`src/rtl/lsu_pkg.sv`:
```
// lsu_pkg: shared types and constants for the load/store unit.
//   lsu_state_e : FSM state encoding (IDLE/REQ/WAIT/DONE)
//   SZ_B..SZ_D  : legal access size masks
//   align_mask  : size mask -> low address bits that must be zero for alignment
package lsu_pkg;

    typedef enum logic [1:0] {
        ST_IDLE = 2'd0,
        ST_REQ  = 2'd1,
        ST_WAIT = 2'd2,
        ST_DONE = 2'd3
    } lsu_state_e;

    localparam logic [7:0] SZ_B = 8'h01;
    localparam logic [7:0] SZ_H = 8'h03;
    localparam logic [7:0] SZ_W = 8'h0F;
    localparam logic [7:0] SZ_D = 8'hFF;

    function automatic logic [2:0] align_mask(input logic [7:0] bytes);
        logic [2:0] m;
        case (bytes)
            SZ_B:    m = 3'd0;
            SZ_H:    m = 3'd1;
            SZ_W:    m = 3'd3;
            default: m = 3'd7;
        endcase
        return m;
    endfunction

endpackage

```
`src/rtl/lsu_align.sv`:
```
// lsu_align: combinational byte-lane shifter for the load/store unit.
// Ports:
//   wr_bytes, wr_off, wr_data -> wr_strb, wr_lane_data : store path, shift left into lanes
//   rd_bytes, rd_off, rd_raw  -> rd_data               : load path, shift right and mask to size
// Lanes shifted past byte 7 are dropped on stores and read back as zero on loads.
module lsu_align #(
    parameter int DATA_W = 64
) (
    input  logic [7:0]        wr_bytes,
    input  logic [2:0]        wr_off,
    input  logic [DATA_W-1:0] wr_data,
    output logic [7:0]        wr_strb,
    output logic [DATA_W-1:0] wr_lane_data,
    input  logic [7:0]        rd_bytes,
    input  logic [2:0]        rd_off,
    input  logic [DATA_W-1:0] rd_raw,
    output logic [DATA_W-1:0] rd_data
);

    logic [DATA_W-1:0] byte_mask;

    always_comb begin
        byte_mask = '0;
        for (int i = 0; i < 8; i++) begin
            byte_mask[8*i +: 8] = {8{rd_bytes[i]}};
        end
        // 8-bit context truncates strobes that spill past lane 7
        wr_strb      = wr_bytes << wr_off;
        wr_lane_data = wr_data << {wr_off, 3'b000};
        rd_data      = (rd_raw >> {rd_off, 3'b000}) & byte_mask;
    end

endmodule

```
`src/rtl/lsu.sv`:
```
// lsu: load/store unit between execute and a doubleword memory bus.
// Runs one bus transaction per memory instruction and stalls the core until it retires.
// Ports:
//   clk, rst                        : clock, synchronous active-high reset
//   acs_en/wr/bytes/addr/wdata      : access request from execute (held while stall)
//   acs_rdata                       : right-justified load data, valid in DONE
//   stall                           : freeze PC and register-file write
//   misalign                        : one-cycle misaligned-access flag (DONE only)
//   mem_req/we/addr/wstrb/wdata     : bus request side
//   mem_gnt, mem_rvalid, mem_rdata  : bus accept and response
// Build option: LSU_MISALIGN_CHK_EN enables the misalignment check; when undefined,
// misaligned accesses are issued and truncated at the doubleword boundary.
//
// state | meaning
// IDLE  | waiting for acs_en; latches the request
// REQ   | mem_req high, fields held until mem_gnt
// WAIT  | waiting for mem_rvalid; load data captured
// DONE  | stall released for one retire cycle, then IDLE
module lsu
    import lsu_pkg::*;
#(
    parameter int ADDR_W = 64,
    parameter int DATA_W = 64
) (
    input  logic              clk,
    input  logic              rst,
    input  logic              acs_en,
    input  logic              acs_wr,
    input  logic [7:0]        acs_bytes,
    input  logic [ADDR_W-1:0] acs_addr,
    input  logic [DATA_W-1:0] acs_wdata,
    output logic [DATA_W-1:0] acs_rdata,
    output logic              stall,
    output logic              misalign,
    output logic              mem_req,
    output logic              mem_we,
    output logic [ADDR_W-1:0] mem_addr,
    output logic [7:0]        mem_wstrb,
    output logic [DATA_W-1:0] mem_wdata,
    input  logic              mem_gnt,
    input  logic              mem_rvalid,
    input  logic [DATA_W-1:0] mem_rdata
);

    localparam logic [1:0] S_IDLE = 2'(ST_IDLE);
    localparam logic [1:0] S_REQ  = 2'(ST_REQ);
    localparam logic [1:0] S_WAIT = 2'(ST_WAIT);
    localparam logic [1:0] S_DONE = 2'(ST_DONE);

    logic [1:0]        state;
    logic [2:0]        off_q;
    logic [7:0]        bytes_q;
    logic [7:0]        strb_nxt;
    logic [DATA_W-1:0] wdata_nxt;
    logic [DATA_W-1:0] rd_data;

    lsu_align #(.DATA_W(DATA_W)) u_align (
        .wr_bytes     (acs_bytes),
        .wr_off       (acs_addr[2:0]),
        .wr_data      (acs_wdata),
        .wr_strb      (strb_nxt),
        .wr_lane_data (wdata_nxt),
        .rd_bytes     (bytes_q),
        .rd_off       (off_q),
        .rd_raw       (mem_rdata),
        .rd_data      (rd_data)
    );

    assign mem_req = (state == S_REQ);
    assign stall   = acs_en & (state != S_DONE);

`ifdef LSU_MISALIGN_CHK_EN
    logic mis_det;
    logic mis_q;
    assign mis_det  = (acs_addr[2:0] & align_mask(acs_bytes)) != 3'b000;
    assign misalign = mis_q;
`else
    assign misalign = 1'b0;
`endif

    always_ff @(posedge clk) begin
        if (rst) begin
            state     <= S_IDLE;
            mem_we    <= 1'b0;
            mem_addr  <= '0;
            mem_wstrb <= '0;
            mem_wdata <= '0;
            off_q     <= '0;
            bytes_q   <= '0;
            acs_rdata <= '0;
`ifdef LSU_MISALIGN_CHK_EN
            mis_q     <= 1'b0;
`endif
        end else begin
`ifdef LSU_MISALIGN_CHK_EN
            mis_q <= 1'b0;
`endif
            case (state)
                S_IDLE: begin
                    if (acs_en) begin
`ifdef LSU_MISALIGN_CHK_EN
                        // Misaligned: no bus traffic, straight to the retire cycle
                        if (mis_det) begin
                            state     <= S_DONE;
                            acs_rdata <= '0;
                            mis_q     <= 1'b1;
                        end else
`endif
                        begin
                            state     <= S_REQ;
                            mem_we    <= acs_wr;
                            mem_addr  <= {acs_addr[ADDR_W-1:3], 3'b000};
                            mem_wstrb <= strb_nxt;
                            mem_wdata <= wdata_nxt;
                            off_q     <= acs_addr[2:0];
                            bytes_q   <= acs_bytes;
                            acs_rdata <= '0;
                        end
                    end
                end
                S_REQ: begin
                    if (mem_gnt) begin
                        state <= S_WAIT;
                    end
                end
                S_WAIT: begin
                    if (mem_rvalid) begin
                        acs_rdata <= mem_we ? '0 : rd_data;
                        state     <= S_DONE;
                    end
                end
                default: begin
                    state <= S_IDLE;
                end
            endcase
        end
    end

endmodule

```
`config.mk`:
```
export PLATFORM = sky130hd
export DESIGN_NAME = lsu
export DESIGN_NICKNAME = d
export VERILOG_FILES = /design/src/rtl/lsu_pkg.sv /design/src/rtl/lsu_align.sv /design/src/rtl/lsu.sv
export SDC_FILE = /design/constraint.sdc
export NUM_CORES = 1
export LEC_CHECK = 0
export ABC_AREA = 1
export CAP_MARGIN = 20
export CORE_ASPECT_RATIO = 1.75
export CORE_UTILIZATION = 41
export DETAILED_ROUTE_END_ITERATION = 8
export PLACE_DENSITY_LB_ADDON = 0.2
export SYNTH_ARGS = -nofsm -noshare
export SYNTH_HDL_FRONTEND = slang
export SYNTH_SLANG_ARGS = --single-unit
```
`constraint.sdc`:
```
create_clock -name clk -period 1.4 [get_ports clk]
set_input_delay 0.35 -clock clk [delete_from_list [all_inputs] [get_ports clk]]
set_output_delay 0.35 -clock clk [all_outputs]
set_load 0.005 [all_outputs]
```
==> flow_summary.yaml <==
outcome:
  outcome: "complete, but fails checks"
  violations: "negative setup slack"
cts:
  clk_pin_slew_worst_paths_ps: 60
  cts_max_path_buffers: 3
  tritoncts: "built"
  clock-root-buffer: "clkbuf_16"
  cts.htree.levels: 1
  cts_sink_cnt: 211
  clk_latency_ps: 530
  tritoncts.num_buffers: 22
  post_cts_hold_buffer_count: 0
critical_path:
  critPathArrivalTime_ps: 1300
  worst_ep_required_time_ps: 1050
  timing.reg2reg.setup_slack_ps: -230
  critPathMaxFanout: 3
  worstReg2RegStart: "state[0]"
  critical_path_class: "reg2out"
  r2r.worst_path.cells: 9
  setup.worst_path.end_class: "primary output"
  cp-start-kind: "flip-flop"
  critical_register_to_register_path_endpoint: "mem_wstrb[3]"
route:
  overall_routed_net_length_um: 48200
  drt_iter0_markers: 1037
  drt-vias-per-instance: 5.45
  antenna_violating_nets_post_route: 0
  firstDrtPassIters: 8
  routed-via-count: 13700
  drc: 0
  routed_wire_per_std_cell_um: 19.2
global_route:
  antenna_found_initial: 0
  grt_pass1_wl_um: 68100
  grt_pass1_vias: 12600
  grt_util_all_layers: 0.317
  maximum_number_of_pins_on_one_net_before_global_route_repair: 103
  overflow: 0
job:
  max_cap_check_violation_count: 0
logic_synthesis:
  synth_area_per_cell_um2: 6.32
  post-synth-top-area-cell: "dfxtp_1"
  synthesis.area_um2: 11000
  most_instantiated_flip_flop_cell_in_the_synthesis_netlist: "dfxtp_1"
  asyncSetResetFlopFracSynth: 0
  syn_inst: 1739
  yosys_warnings: 0
  number_of_synthesized_flops_with_an_enable_pin: 0
  ys_top_cells_by_area: "dfxtp_1 38%, nand2_1 19%, nand3_1 13%"
  cell_with_the_most_instances_after_synthesis: "nand2_1"
  synth_largest_type_area_fraction: 0.385
  synthDistinctLibCells: 25
  yosys_register_bits: 211
  most_frequent_cells_after_synthesis: "557 x nand2_1, 277 x nand3_1, 211 x dfxtp_1"
  synth_sequential_area_ratio: 0.385
pwr:
  p_leak_nw: 7.97
  p_per_area_nw_per_um2: 1530
  vdd_drop_max_v: 0.00106
worst_hold_path:
  worstHoldStart: "rst"
  whs_path_depth: 3
  min-delay-path-class: "in2reg"
  end_point_of_the_worst_hold_path: "acs_rdata[43]"
die:
  io-pin-count: 410
  std_cell_rows: 78
  design.core.area_um2: 26200
  die_h_um: 219
  initial_utilization: 0.420
  dieWidth_um: 126
  floorplan.die_area_um2: 27500
timing:
  slew_viol_final: 0
  setup_repair_after_global_routing_missed_its_margin: "yes"
  slew_headroom: 0.609
  tightest_slew_ps: 586
  finalSetupViolCount: 176
  final-hold-violation-count: 0
  finalWorstPathRequiredPeriod_ps: 1650
  min_period_over_period: 1.18
  fin_worst_skew_ps: 18.5
  peak_freq_mhz: 606
  worst_slack_ps: -249
placed_design:
  place_congestion: 0.983
  numPortBuffers: 405
  place_hpwl_um: 33300
  place_worst_setup_slack_ps: -533
layout:
  layout_cells_sized_above_1: 0.297
  final_nets: 2388
  layout.core_utilization: 0.655
  area_delta_synth_final_pct: 55.9
  diodes: 0
## placed cells by master (no fill, tap or decap), types with 68 or more instances in the layout
cell	instances
a21oi_1	96
nand2_1	518
inv_1	77
dfxtp_1	68
clkdlybuf4s50_1	202
nand3_1	270
nor2_1	166
buf_2	198
dfxtp_2	138
buf_4	80
## flip-flops by register name, indices dropped and copies added, names as in the netlist
register and count:
mem_addr 61, mem_wdata 64, off_q 3, state 2
bytes_q 8, mem_wstrb 8, acs_rdata 64, mem_we 1
## what timing repair did
| item | in CTS | in global routing |
|---|---|---|
| gates resized for setup | 966 | 214 |
| cloned | 1 | 18 |
| setup endpoints to repair | 397 | 212 |
| setup buffers | 14 | 3 |
| pin swaps | 8 | 32 |
## logic make-up (layout without fill, tap and decap cells)
| kind of cell | Yosys count | count (layout) | share of synthesized area |
|---|---|---|---|
| and+or+nand+nor | 1025 | 1025 | 0.386 |
| adders and majority gates | 4 | 4 | 0.00456 |
| AOI/OAI and AO/OA | 276 | 276 | 0.139 |
| DFF | 211 | 211 | 0.385 |
| buffers and inverters | 222 | 672 | 0.0858 |
| other | 1 | 4 | 0.000341 |
## critical path, cell delays in order, from the launching register on
cell,delay (ps)
dfxtp_4,370
buf_6,120
ha_4,160
buf_6,110
## routing by layer
metal  wire, um  share of wire  global-route usage  up-vias
li1           -              -                   -     6550
met1      17500           0.36               0.356     6342
met2      24400           0.51               0.569      669
met3       3230          0.067              0.0450      132
met4       3000          0.062               0.187        0
met5          0              0                   0        -
## worst max path at each step
stage | endpoint | from | slack, ps | cells past startpoint
global placement | acs_rdata[15] | acs_en | -520 | 8
CTS | stall | state[1] | -240 | 3
detailed placement | mem_wdata[20] | acs_en | -530 | 7
floorplan | mem_wdata[37] | state[0] | 10 | 9
global route | mem_wdata[49] | state[0] | -300 | 11
finish | mem_req | state[0] | -250 | 3
## final cells by class
type	instances	area (um^2)
Clock buffer	28	613
Clock inverter	10	93.8
Fill cell	2367	9030
Inverter	90	353
Multi-Input combinational cell	1309	6410
Sequential cell	211	4420
Tap cell	320	400
Timing Repair Buffer	543	4830
Timing Repair inverter	1	6.26
## report_power, final
part | switching (mW) | total, mW | internal [mW]
Combinational | 7.19 | 12.7 | 5.51
Sequential | 0.580 | 7.65 | 7.07
Clock | 2.60 | 5.89 | 3.29
Total | 10.4 | 26.2 | 15.9
## metrics by stage
stage	cells	TNS [ps]	instance area (um^2)	hold WS [ps]	total power, mW
5_1_grt	2512	-36780	17100	224	27.5
6_report	2512	-22800	17100	225	26.2
3_5_place_dp	2438	-94440	16000	456	18.0
3_3_place_gp	2438	-95240	16000	451	17.9
2_1_floorplan	1742	0	11000	430	12.8
4_1_cts	2491	-23740	16200	176	23.7
(Power assumes the default switching activity.)
